<file path="config.mk">
export PLATFORM = sky130hd
export DESIGN_NAME = norm_shift_seq
export DESIGN_NICKNAME = d
export VERILOG_FILES = /design/src/rtl/fp_norm_pkg.sv /design/src/rtl/norm_shift_seq.sv
export SDC_FILE = /design/constraint.sdc
export NUM_CORES = 1
export LEC_CHECK = 0
export BUFFER_PORTS_ARGS = -buffer_cell sky130_fd_sc_hd__buf_2
export CAP_MARGIN = 20
export CORE_MARGIN = 3
export CORE_UTILIZATION = 45
export DETAILED_ROUTE_END_ITERATION = 8
export PLACE_DENSITY = 0.68
export REMOVE_ABC_BUFFERS = 1
export SYNTH_ARGS = -nofsm -noshare
export SYNTH_HDL_FRONTEND = slang
export SYNTH_SLANG_ARGS = --single-unit
</file>
<file path="constraint.sdc">
create_clock -name clk -period 3.56 [get_ports clk]
set_input_delay 1.068 -clock clk [delete_from_list [all_inputs] [get_ports clk]]
set_output_delay 1.068 -clock clk [all_outputs]
set_load 0.03 [all_outputs]
</file>
<file path="src/rtl/fp_norm_pkg.sv">
// Shared types and constants for the FP adder normalizer.
// Shift-code constants are sized for the default exponent width.
package fp_norm_pkg;

    localparam int MANT_W_DEF = 24;
    localparam int EXP_W_DEF  = 8;

    localparam logic [EXP_W_DEF:0] ZERO_CODE = 9'h1FF;
    localparam logic [EXP_W_DEF:0] NORM_CODE = 9'h000;

    typedef enum logic [1:0] {
        IDLE,
        SHIFT,
        DONE
    } norm_state_e;

endpackage

</file>
<file path="src/rtl/norm_shift_seq.sv">
// Iterative one-bit-per-cycle mantissa normalizer feeding exponent adjust.
// Emits the normalized mantissa plus a signed shift code in val2.
module norm_shift_seq
    import fp_norm_pkg::*;
#(
    parameter int MANT_W = MANT_W_DEF,
    parameter int EXP_W  = EXP_W_DEF
) (
    input  logic              clk,
    input  logic              rst,
    input  logic              in_valid,
    output logic              in_ready,
    input  logic [MANT_W:0]   mant_in,
    input  logic [EXP_W-1:0]  exp_in,
    input  logic              sign_in,
    output logic              out_valid,
    input  logic              out_ready,
    output logic [MANT_W-1:0] mant_out,
    output logic [EXP_W:0]    val2,
    output logic [EXP_W-1:0]  exp_out,
    output logic              sign_out
);

    norm_state_e       state_q, state_d;
    logic [MANT_W:0]   work_q, work_d;
    logic [EXP_W-1:0]  cnt_q, cnt_d;
    logic [MANT_W-1:0] mant_q, mant_d;
    logic [EXP_W:0]    val2_q, val2_d;
    logic [EXP_W-1:0]  exp_q, exp_d;
    logic              sign_q, sign_d;

    always_ff @(posedge clk) begin
        if (rst) begin
            state_q <= IDLE;
            work_q  <= '0;
            cnt_q   <= '0;
            mant_q  <= '0;
            val2_q  <= '0;
            exp_q   <= '0;
            sign_q  <= 1'b0;
        end else begin
            state_q <= state_d;
            work_q  <= work_d;
            cnt_q   <= cnt_d;
            mant_q  <= mant_d;
            val2_q  <= val2_d;
            exp_q   <= exp_d;
            sign_q  <= sign_d;
        end
    end

    always_comb begin
        state_d = state_q;
        work_d  = work_q;
        cnt_d   = cnt_q;
        mant_d  = mant_q;
        val2_d  = val2_q;
        exp_d   = exp_q;
        sign_d  = sign_q;
        unique case (state_q)
            IDLE: begin
                if (in_valid) begin
                    work_d  = mant_in;
                    exp_d   = exp_in;
                    sign_d  = sign_in;
                    cnt_d   = '0;
                    state_d = SHIFT;
                end
            end
            SHIFT: begin
                // Carry beats zero beats hidden-bit; only then shift left.
                if (work_q[MANT_W]) begin
                    mant_d  = work_q[MANT_W:1];
                    val2_d  = {1'b0, EXP_W'(1)};
                    state_d = DONE;
                end else if (work_q == '0) begin
                    mant_d  = '0;
                    val2_d  = (EXP_W+1)'(ZERO_CODE);
                    state_d = DONE;
                end else if (work_q[MANT_W-1]) begin
                    mant_d  = work_q[MANT_W-1:0];
                    val2_d  = (cnt_q == '0) ? (EXP_W+1)'(NORM_CODE)
                                            : {1'b1, cnt_q};
                    state_d = DONE;
                end else begin
                    work_d = work_q << 1;
                    cnt_d  = cnt_q + 1'b1;
                end
            end
            DONE: begin
                if (out_ready) begin
                    state_d = IDLE;
                end
            end
            default: state_d = IDLE;
        endcase
    end

    assign in_ready  = (state_q == IDLE);
    assign out_valid = (state_q == DONE);
    assign mant_out  = mant_q;
    assign val2      = val2_q;
    assign exp_out   = exp_q;
    assign sign_out  = sign_q;

endmodule

</file>
---- Yosys cells after proc, flatten, opt, wreduce, memory -nomap -nowiden ----
Index checks and enable logic that the tools add are counted.
word-level totals
  register bits after elaboration ......... 77
  bits of input ports ..................... 38
  output and inout port bits .............. 44
  logic and storage cells ................. 52
operators by class
  add/subtract/negate cells ............... 1
  eq/ne operators ......................... 8
  muxes and demuxes ....................... 23
  reductions and logical operators ........ 11
operators by type and width
  operator                                              count
  two-way mux 24 bit                                    5
  two-way mux 25 bit                                    2
  one-hot mux 25 bit (2 select lines)                   1
  two-way mux 9 bit                                     4
  two-way mux 8 bit                                     4
  logical NOT 25 bit                                    1
  one-hot mux 8 bit (2 select lines)                    1
  two-way mux 2 bit                                     5
  adder 8 x 1 -> 8 bit (second input constant)          1
  logical NOT 8 bit                                     1
  != test 2 bit (second input constant)                 4
  one-hot mux 2 bit (3 select lines)                    1
  AND reduction 2 bit                                   3
  AND reduction 5 bit                                   1
  != test 4 bit (second input constant)                 1
  AND reduction 4 bit                                   1
  AND reduction 3 bit                                   1
  nonzero test 3 bit                                    1
  equality test 2 x 1 -> 1 bit (second input constant)  1
  equality test 2 bit (second input constant)           1
  logical NOT 2 bit                                     1
  != test 2 x 1 -> 1 bit (second input constant)        1
  nonzero test 2 bit                                    1

---- Logic depth before layout (Yosys ltp) ----
  depth after elaboration ................. 5
  depth in mapped cells ................... 8

---- Least setup slack after synthesis ----
Ideal clock, no wire load.
  path type ............................... input -> register
  start ................................... in in_valid
  end ..................................... reg work_q[11]
  setup time .............................. 0.074 ns
  data arrival time ....................... 2.279 ns
  path slack .............................. 1.206 ns
  stages .................................. 6
  cell sequence ........................... nor3b_1 a2bb2oi_1 o21a_1 clkbuf_1 nor2_1 nor3_2
between the ends
  word-level cells in the longest chain between the ends .. 2
ends and longest elaborated chain
  what                           RTL line              RTL
  from (decl)                    norm_shift_seq.sv:11  input logic in_valid,
  != test 2 bit (no line)        -
  AND reduction 5 bit (no line)  -
  to (signal assigned)           norm_shift_seq.sv:43  work_q <= work_d;
  to (decl)                      norm_shift_seq.sv:25  logic [MANT_W:0] work_q, work_d;
No other way between the ends.
A chain may end at the register's enable or synchronous reset.

---- Worst setup path after layout ----
  start ................................... reg work_q[5]
  end ..................................... reg work_q[22]
between the ends
  word-level cells in the longest chain between the ends .. 3
ends and longest elaborated chain
  what                           RTL line              RTL
  logical NOT 25 bit             norm_shift_seq.sv:76  end else if (work_q == '0) begin
  != test 2 bit (no line)        -
  AND reduction 5 bit (no line)  -
No other way between the ends.

==> flow_summary.json <==
{
  "fin_crit_ns": 2.63,
  "drcViolationCount": 0,
  "hold_buffers": 0,
  "die_width_um": 96.6,
  "post_drt_wl_per_cell_um": 15.0,
  "synth_flop_cell": "dfxtp_1",
  "crit_family": "simple AND/OR/NAND/NOR gates",
  "yosys_synthesis_warning_count": 0,
  "net_count_of_the_finished_layout": 522,
  "post_syn_area_per_cell_um2": 8.83,
  "final_antenna_net_count": 0,
  "routed_wl_mm": 8.82,
  "initial_core_util_pct": 47.0,
  "via_count": 3295,
  "finalMaxSlewViolations": 0,
  "power.density_cell_area_mw_per_mm2": 524,
  "finalNonFillerCells": 588,
  "num_antenna_cells": 0,
  "globalRoute.totalOverflow": 0,
  "core_region_area_mm2": 0.00785,
  "num-fill-cells": 778,
  "critical_path_required_ns": 3.82,
  "grt_pass1_wl_mm": 14.5,
  "startpoint": "work_q[5]",
  "die_y_um": 96.6,
  "timing.final.hold_violations": 0,
  "cts_setup_buffers": 0,
  "finalSetupViolCount": 0,
  "htreeDepth": 3,
  "synthTopCellsByCount": "dfxtp_1, nor2_1, a221oi_1",
  "area_growth_pct": 17.4,
  "worstPathCellList": "or4_1 -> or4_4 -> o21ai_2 -> buf_4 -> a221oi_1 -> a211oi_1",
  "holdCritPathClass": "flip-flop to flip-flop",
  "floorplan.rows": 32,
  "maxCapViolations": 0,
  "crit_end_category": "flip-flop",
  "post-dp-hpwl_mm": 5.68,
  "cts_buffers": 9,
  "syn_area_mm2": 0.00369,
  "p_total_mw": 2.27,
  "synthDominantCellAreaShare_pct": 41.8,
  "clock-skew-final_ns": 0.00820,
  "critPathSlowestCell": "or4_1",
  "synth.largest_area_cell": "dfxtp_1",
  "first_global_vias": 3059,
  "min_hold_slack_ns": 0.453,
  "static-leakage-power_nw": 1.70,
  "power.ir.vdd_worst_v": 0.000271,
  "globalRouteTotalUtil_pct": 19.8,
  "slew_headroom_pct": 31.2,
  "cp_num_buf_inv": 1,
  "count_leader_synth": "dfxtp_1",
  "final.period_utilization_pct": 73.9,
  "syn-instance-count": 418,
  "design.portCount": 82,
  "first_pass_iters": 4,
  "timing_worst_slew_pin_value_ns": 1.03,
  "port_buffers": 81,
  "initialDrtViolationCount": 174,
  "critical_path.reg2reg.startpoint": "work_q[5]",
  "clk_pin_slew_ns": 0.08,
  "place_congestion": 0.771,
  "setup_repair_after_global_routing_missed_its_margin": "false",
  "status": "completed",
  "drt-vias-per-instance": 5.60,
  "numPlacedInstances": 573,
  "number_of_cells_upsized_or_downsized_after_cts": 0,
  "post_route_cells_drive_above_1_share_pct": 31.3,
  "worstSetupPathType": "flip-flop to flip-flop",
  "cts_tree": "done",
  "critical_path_max_stage_delay_ns": 0.56,
  "grt_max_degree": 80,
  "cts.root.buffer_cell": "clkbuf_8",
  "worstPathMaxFanout": 22,
  "worst_min_delay_path_startpoint": "exp_out[0]",
  "timing.fmax_mhz": 380,
  "synth_cell_types": 48,
  "numClockSinks": 77,
  "timing.critical_path.arrival_ns": 2.89,
  "synth-edff-count": 0,
  "final.setup.tns_ns": 0,
  "synth.area.top_cells": "dfxtp_1, nor3_2, a221oi_1, nor2_1, nand2b_1",
  "finish.utilization_pct": 55.2,
  "critPathLaunchType": "flip-flop",
  "clk_path_buf_depth": 2,
  "worst_skew_pair.late_latency_ns": 0.35,
  "synth_sequential_area_ratio_pct": 41.8,
  "design.die.area_mm2": 0.00932,
  "antenna_found_initial": 0,
  "post_synthesis_async_set_or_reset_flop_share_pct": 0,
  "ys_seq_elements": 77
}
==> tightest hold or removal path, cell delays in order (launching register included) <==
cell and delay (ns):
dfxtp_1 0.31, nand2_1 0.05, a21oi_1 0.05
==> where the power goes <==
part           leakage [nW]  switching [mW]  total, mW  internal (mW)
combinational         0.965           0.347      0.539          0.193
clock                 0.105           0.312      0.722          0.409
sequential            0.630          0.0692       1.01          0.939
total                  1.70           0.728       2.27           1.54
==> cell type report <==
type / count / area, um2 / area share, %
multi-input cells: 297 / 1940 / 44.9
flip-flops and latches: 77 / 1540 / 35.6
repair buffers: 91 / 483 / 11.1
clock buffers: 11 / 141 / 3.26
well taps: 102 / 128 / 2.95
clock inverters: 4 / 72.6 / 1.68
inverters: 6 / 22.5 / 0.520
==> registers in the layout, summed over array words and instances (netlist names) <==
| signal | flops |
|---|---|
| cnt_q | 8 |
| exp_out | 8 |
| mant_out | 24 |
| sign_out | 1 |
| state_q | 2 |
| val2 | 9 |
| work_q | 25 |
==> final timing paths <==
check / endpoint / slack, ns / cells past startpoint
worst max-delay path: work_q[22] / 0.93 / 6
worst min-delay path: exp_out[0] / 0.45 / 2
worst min register to register: exp_out[0] / 0.45 / 2
worst max register to register: work_q[22] / 0.93 / 6
==> kinds of logic after synthesis <==
group | after synthesis | share of synthesized area, %
DFF | 77 | 41.8
AOI/OAI and AO/OA | 99 | 20.8
and+or+nand+nor | 196 | 31.0
buffers and inverters | 44 | 5.80
adders and majority gates | 2 | 0.678
==> metal layers <==
layer	wire (um)	track usage [%]
met1	3930	26.2
met4	129	6.07
met2	4240	31.1
met5	0	0
met3	513	5.81
==> stage by stage <==
| step | worst slack [ns] | area (um2) |
|---|---|---|
| finish | 0.928 | 4330 |
| detailed placement | 0.804 | 4120 |
| global route | 0.758 | 4330 |
| floorplan | 0.456 | 3500 |
| global placement | 0.859 | 4120 |
| CTS | 0.914 | 4330 |
==> cell usage in the layout (no fill, tap or decap), types with 2 or more instances in the layout <==
cell and instances:
o32ai_1 3, o31ai_1 3, nand2_1 27, nand2b_1 31, buf_4 11, inv_1 6
buf_2 80, nand3_1 5, nor2b_1 6, bufinv_16 2, or4_1 2, or3_1 3
ha_1 2, a21oi_1 20, a221oi_1 43, o21ai_0 3, dfxtp_1 77, nor3_1 8
a31oi_1 2, nor4_1 4, o21ai_1 4, and3_1 3, nor3_2 39, nor3b_1 2
clkbuf_8 10, o211ai_1 5, nor2_1 61
Note: power is estimated with default switching activity, not from simulation.
